**src/rtl/instr_sequencer.sv**
```systemverilog
// rtl/instr_sequencer.sv - FETCH/DECODE/EXECUTE sequencer owning the instruction pointer
// Enables and halted are registered alongside the state, so they always mirror the state register.
module instr_sequencer #(
  parameter int                   WORD_SIZE    = 16,
  parameter logic [WORD_SIZE-1:0] RESET_VECTOR = '0,
  parameter int                   COUNT_WIDTH  = 16
) (
  input  logic                   clk,
  input  logic                   reset_n,
  output logic [WORD_SIZE-1:0]   pointer,
  output logic                   fetch_enable,
  output logic                   decode_enable,
  output logic                   exec_enable,
  input  logic                   branch_taken,
  input  logic [WORD_SIZE-1:0]   branch_target,
  input  logic                   stall,
  input  logic                   halt_req,
  output logic                   halted,
  output logic [COUNT_WIDTH-1:0] retired
);

  typedef enum logic [2:0] {
    S_IDLE    = 3'd0,
    S_FETCH   = 3'd1,
    S_DECODE  = 3'd2,
    S_EXECUTE = 3'd3,
    S_HALTED  = 3'd4
  } state_t;

  state_t state;

  always_ff @(posedge clk) begin
    if (!reset_n) begin
      state         <= S_IDLE;
      pointer       <= RESET_VECTOR;
      retired       <= '0;
      fetch_enable  <= 1'b0;
      decode_enable <= 1'b0;
      exec_enable   <= 1'b0;
      halted        <= 1'b0;
    end else begin
      fetch_enable  <= 1'b0;
      decode_enable <= 1'b0;
      exec_enable   <= 1'b0;
      halted        <= 1'b0;
      case (state)
        S_IDLE: begin
          state        <= S_FETCH;
          fetch_enable <= 1'b1;
        end
        S_FETCH: begin
          state         <= S_DECODE;
          decode_enable <= 1'b1;
        end
        S_DECODE: begin
          state       <= S_EXECUTE;
          exec_enable <= 1'b1;
        end
        S_EXECUTE: begin
          if (stall) begin
            exec_enable <= 1'b1;
          end else begin
            // Retire edge: halt wins over branch, branch over sequential step.
            retired <= retired + COUNT_WIDTH'(1);
            if (halt_req) begin
              state  <= S_HALTED;
              halted <= 1'b1;
            end else begin
              state        <= S_FETCH;
              fetch_enable <= 1'b1;
              if (branch_taken) pointer <= branch_target;
              else              pointer <= pointer + WORD_SIZE'(1);
            end
          end
        end
        S_HALTED: begin
          halted <= 1'b1;
        end
        default: begin
          state <= S_IDLE;
        end
      endcase
    end
  end

endmodule

```
**config.mk**
```make
export PLATFORM = sky130hd
export DESIGN_NAME = instr_sequencer
export DESIGN_NICKNAME = d
export VERILOG_FILES = /design/src/rtl/instr_sequencer.sv
export SDC_FILE = /design/constraint.sdc
export NUM_CORES = 1
export LEC_CHECK = 0
export ABC_CLOCK_PERIOD_IN_PS = 2400
export BUFFER_PORTS_ARGS = -buffer_cell sky130_fd_sc_hd__buf_2
export CAP_MARGIN = 0
export CORE_MARGIN = 2
export CORE_UTILIZATION = 51
export CTS_CLUSTER_SIZE = 25
export DETAILED_ROUTE_END_ITERATION = 7
export PLACE_DENSITY = 0.88
export SLEW_MARGIN = 20
export SYNTH_ARGS = -nofsm -noshare
export SYNTH_HDL_FRONTEND = slang
export SYNTH_SLANG_ARGS = --single-unit
```
**constraint.sdc**
```tcl
create_clock -name clk -period 2.4 [get_ports clk]
set_clock_uncertainty 0.15 [all_clocks]
set_input_delay 0.36 -clock clk [delete_from_list [all_inputs] [get_ports clk]]
set_output_delay 0.36 -clock clk [all_outputs]
set_load 0.01 [all_outputs]
```
## Word-level counts from Yosys, hierarchy flattened

Index checks and enable logic that the tools add are counted.

| storage, ports and cells | value |
|---|---|
| output and inout port bits | 36 |
| register bits after elaboration | 39 |

| cells by class | value |
|---|---|
| equal/unequal tests | 5 |
| $add $sub $neg | 2 |
| bitwise gates (word level) | 3 |
| muxes and demuxes | 13 |
| reduce and logical (&&, ||, !) cells | 4 |

Operators with widths:

| cell | number |
|---|---|
| $add 16x1->16 const B | 2 |
| $mux 16 | 1 |
| $pmux 3 s5 | 1 |
| $eq 3x2->1 const B | 2 |
| $mux 1 | 6 |
| $mux 3 | 2 |
| $pmux 1 s2 | 3 |
| $reduce_and 2->1 | 2 |
| $eq 3x1->1 const B | 1 |
| $eq 3x3->1 const B | 1 |
| $logic_not 3->1 | 1 |
| $not 1->1 | 3 |
| $reduce_and 3->1 | 1 |
| $ne 2x2->1 const B | 1 |

## Depth between registers and ports, before layout

| depth | value |
|---|---|
| depth in word-level cells | 3 |
| depth in mapped cells | 6 |
| mapped depth without buffers | 5 |

## Worst setup path after synthesis

No wires, ideal clock.

| timing | value |
|---|---|
| path kind | reg2reg |
| start | register pointer[0] |
| end | register pointer[14] |
| arrival time | 1.624 ns |
| library setup time | 0.133 ns |
| data required time | 2.117 ns |
| stages on the path, launching flop included | 6 |
| period minus slack after synthesis | 1.907 ns |
| slack | 0.493 ns |
| buffers on the path | 0 |
| cell sequence | dfxtp_1 ha_1 nand4_1 or4_1 a32oi_1 a31oi_1 |

| between the ends | value |
|---|---|
| word-level cells in the longest chain between the ends | 2 |

RTL lines:

| what | line | text |
|---|---|---|
| start: declaration | 10 | `output logic [WORD_SIZE-1:0] pointer,` |
| start signal: assignment | 71 | `if (branch_taken) pointer <= branch_target;` |
| start signal: assignment | 72 | `else pointer <= pointer + WORD_SIZE'(1);` |
| $add 16x1->16 | 72 |  |
| $mux 16 | 71 |  |

Every way passes these cells.
A chain may end at the register's enable or synchronous reset.

## Worst setup path in the final report

Ends and elaborated chain as after synthesis.

==> tab_implementation.tex <==
\begin{tabular}{lr}
\hline
Metric & Value \\
\hline
\multicolumn{2}{l}{\textbf{Worst setup path}} \\
Crit end category & register \\
Critical path launch point type & register \\
Arrival time worst endpoint & 2.06 ns \\
Category of the most critical setup path & register to register \\
Peak fanout along the critical path & 7 \\
Required time worst endpoint & 2.43 ns \\
\multicolumn{2}{l}{\textbf{Synth}} \\
Synth top cells by count & 39 x sky130\_fd\_sc\_hd\_\_dfxtp\_1, 27 x sky130\_fd\_sc\_hd\_\_nand2\_1, 23 x sky130\_fd\_sc\_hd\_\_nor2\_1 \\
Share of the synthesized area in the top cell type & 39.4\% \\
Number of instances in the synthesized netlist & 248 \\
Async S/R FF share, synth & 0\% \\
Netlist area before placement & 1980 µm² \\
Sequential share of the synthesized area & 39.4\% \\
Post-synth top flop & sky130\_fd\_sc\_hd\_\_dfxtp\_1 \\
Synthesized area divided by synthesized cell count & 8.00 µm² \\
Largest area contributor in the synthesized netlist & sky130\_fd\_sc\_hd\_\_dfxtp\_1 \\
Post-Synthesis Net Count & 271 \\
Most frequent cell after synthesis & sky130\_fd\_sc\_hd\_\_dfxtp\_1 \\
Unique cell type count in the Yosys netlist & 42 \\
Total of warnings raised by yosys & 0 \\
Number of enable flip-flop cells after synthesis & 0 \\
Register bit total from synthesis & 39 \\
Cell types with the largest area share after synthesis & sky130\_fd\_sc\_hd\_\_dfxtp\_1 39\%, sky130\_fd\_sc\_hd\_\_nand2\_1 5.1\%, sky130\_fd\_sc\_hd\_\_nor2\_1 4.4\%, sky130\_fd\_sc\_hd\_\_a21oi\_1 4.0\%, sky130\_fd\_sc\_hd\_\_nand3\_1 3.8\% \\
\multicolumn{2}{l}{\textbf{CTS}} \\
CTS sink count & 39 \\
CTS HTree Levels & 2 \\
CTS Root Buffer Type & sky130\_fd\_sc\_hd\_\_clkbuf\_8 \\
Post-CTS Hold Buffers & 0 \\
Clock network latency to the later pin of the worst-skew pair & 0.30 ns \\
Clock tree from TritonCTS & built \\
Post-CTS setup buffers & 0 \\
Clock edge transition at the registers on the reported setup and hold paths & 0.08 ns \\
CTS buffer count & 5 \\
Quantity of gates resized following cts & 0 \\
Maximum buffer depth of the clock tree & 2 \\
\multicolumn{2}{l}{\textbf{Routing}} \\
Vias after detailed routing & 2025 \\
Total Routed Length & 4990 µm \\
Remaining antenna violation count after routing & 0 \\
Count of unresolved DRC violations after routing & 0 \\
Routed wire per std cell & 14.2 µm \\
First-pass detailed-route iteration total & 4 \\
Mean number of vias per cell & 5.77 \\
Count of routing violations after the opening detailed-route iteration & 159 \\
\multicolumn{2}{l}{\textbf{STA}} \\
Final critical-path share of the clock period & 84.3\% \\
Relative slew slack & 61.3\% \\
Slew of the pin with the lowest slew margin & 0.575 ns \\
Finish-stage setup viols & 0 \\
Setup repair after global routing missed its margin & false \\
Period minus WS final & 2.02 ns \\
Aggregate negative setup slack & 0 ns \\
Slew Viols, Final & 0 \\
Fmax & 494 MHz \\
Final hold vios & 0 \\
\multicolumn{2}{l}{\textbf{Place}} \\
Placed wire-length estimate & 3540 µm \\
Final Wtd Congestion & 0.881 \\
Buffers on Ports & 56 \\
Placed insts & 343 \\
\multicolumn{2}{l}{\textbf{Global route}} \\
Maximum number of pins on one net before global-route repair & 27 \\
Overall fraction of global-route tracks in use & 23.5\% \\
Antenna violations before repair & 0 \\
Grt ovf & 0 \\
Via count of the first global-routing pass & 1715 \\
Wire length of the first global-routing pass & 8010 µm \\
\multicolumn{2}{l}{\textbf{Run}} \\
Reported max-cap violation count & 0 \\
\multicolumn{2}{l}{\textbf{Floorplan}} \\
Initial core utilization & 53.8\% \\
Overall die area & 4400 µm² \\
Core Rows & 22 \\
Core Area & 3690 µm² \\
IO Pins & 57 \\
Height of the chip & 66.4 µm \\
Width of the die & 66.4 µm \\
\multicolumn{2}{l}{\textbf{Cells and area}} \\
Layout Cells excl Fill & 351 \\
Final net count & 325 \\
Layout-stage area growth over the synthesis result & 22.3\% \\
Share of layout cells above drive strength 1 & 24.1\% \\
Antenna Cells & 0 \\
\multicolumn{2}{l}{\textbf{Run status}} \\
Result of the run & complete, no violations \\
\multicolumn{2}{l}{\textbf{Pwr}} \\
Worst vdd rail ir drop & 0.000592 V \\
Leakage & 0.994 nW \\
Post-route total power & 1.36 mW \\
Power density over the cells & 559 nW/µm² \\
\multicolumn{2}{l}{\textbf{Worst hold path}} \\
Hold/Removal Path Class & primary input to register \\
\hline
\end{tabular}
==> where the power goes <==
part           internal, mW  switching (mW)
sequential            0.660          0.0135
clock                 0.337           0.242
combinational        0.0439          0.0594
==> registers in the layout, summed over array words and instances (netlist names) <==
register       cells
decode_enable      1
fetch_enable       1
state              3
retired           16
halted             1
pointer           16
exec_enable        1
==> cell type report <==
class                   count  area, µm²
inverters                   7       26.3
repair buffers             62        325
well taps                  48       60.1
fillers                   338       1260
clock inverters             2       35.0
multi-input cells         187       1120
clock buffers               6       82.6
flip-flops and latches     39        781
==> worst paths after layout <==
| check | start | end | slack (ns) | cells past startpoint |
|---|---|---|---|---|
| max reg2reg | pointer[0]$_SDFFE_PN0P_ | pointer[14]$_SDFFE_PN0P_ | 0.38 | 5 |
| min | branch_target[0] | pointer[0]$_SDFFE_PN0P_ | 0.18 | 3 |
| max | pointer[0]$_SDFFE_PN0P_ | pointer[14]$_SDFFE_PN0P_ | 0.38 | 5 |
| min reg2reg | retired[14]$_SDFFE_PN0P_ | retired[14]$_SDFFE_PN0P_ | 0.35 | 2 |
==> layout by cell type, fill, tap and decap left out, drive strengths merged, types with 2 or more instances in the layout <==
cell,Yosys,routed
a211oi,3,3
a21o,2,2
a21oi,16,16
a22oi,3,3
a31oi,8,8
a32oi,2,2
and3,3,3
and4,3,3
buf,3,62
clkbuf,12,6
dfxtp,39,39
ha,2,2
inv,7,7
mux2i,7,7
nand2,27,27
nand2b,4,4
nand3,15,15
nand4,8,8
nor2,24,24
nor2b,3,3
nor3,6,6
nor4,6,6
o211ai,2,2
o21a,2,2
o21ai,8,8
o22ai,2,2
o31ai,4,4
or2,3,3
or3,3,3
or4,4,4
xnor2,6,6
xor2,3,3
==> per-stage QoR <==
| step | cell area, µm² | hold slack [ns] | util [%] | setup slack (ns) |
|---|---|---|---|---|
| 2_1_floorplan | 1980 | 0.327 | - | 0.493 |
| 3_3_place_gp | 2310 | 0.326 | 62.6 | 0.447 |
| 3_5_place_dp | 2310 | 0.332 | 62.6 | 0.413 |
| 4_1_cts | 2430 | 0.174 | 65.8 | 0.403 |
| 5_1_grt | 2430 | 0.183 | 65.8 | 0.253 |
| 6_report | 2430 | 0.178 | 65.8 | 0.377 |
==> cell families after synthesis <==
family	share of synthesized area (%)
flops	39.4
simple gates	29.5
compound gates	18.0
buf+inv	4.35
mux	3.53
fa+ha+maj	1.26
xor+xnor	3.97
==> layer usage <==
layer  global-route usage (%)  up-vias  wire [µm]
met5                        0        -          0
met4                     5.36        0         32
met3                     5.96        5        353
met2                     39.6       66       2400
met1                     30.0      936       2200
li1                         -     1018          -
==> critical path, stage by stage, from the launching register on <==
cell and delay, ns:
sky130_fd_sc_hd__dfxtp_1 0.43, sky130_fd_sc_hd__ha_1 0.24, sky130_fd_sc_hd__nand4_1 0.24, sky130_fd_sc_hd__or4_1 0.56, sky130_fd_sc_hd__a32oi_1 0.17, sky130_fd_sc_hd__a31oi_1 0.11
Note: power is estimated with default switching activity, not from simulation.
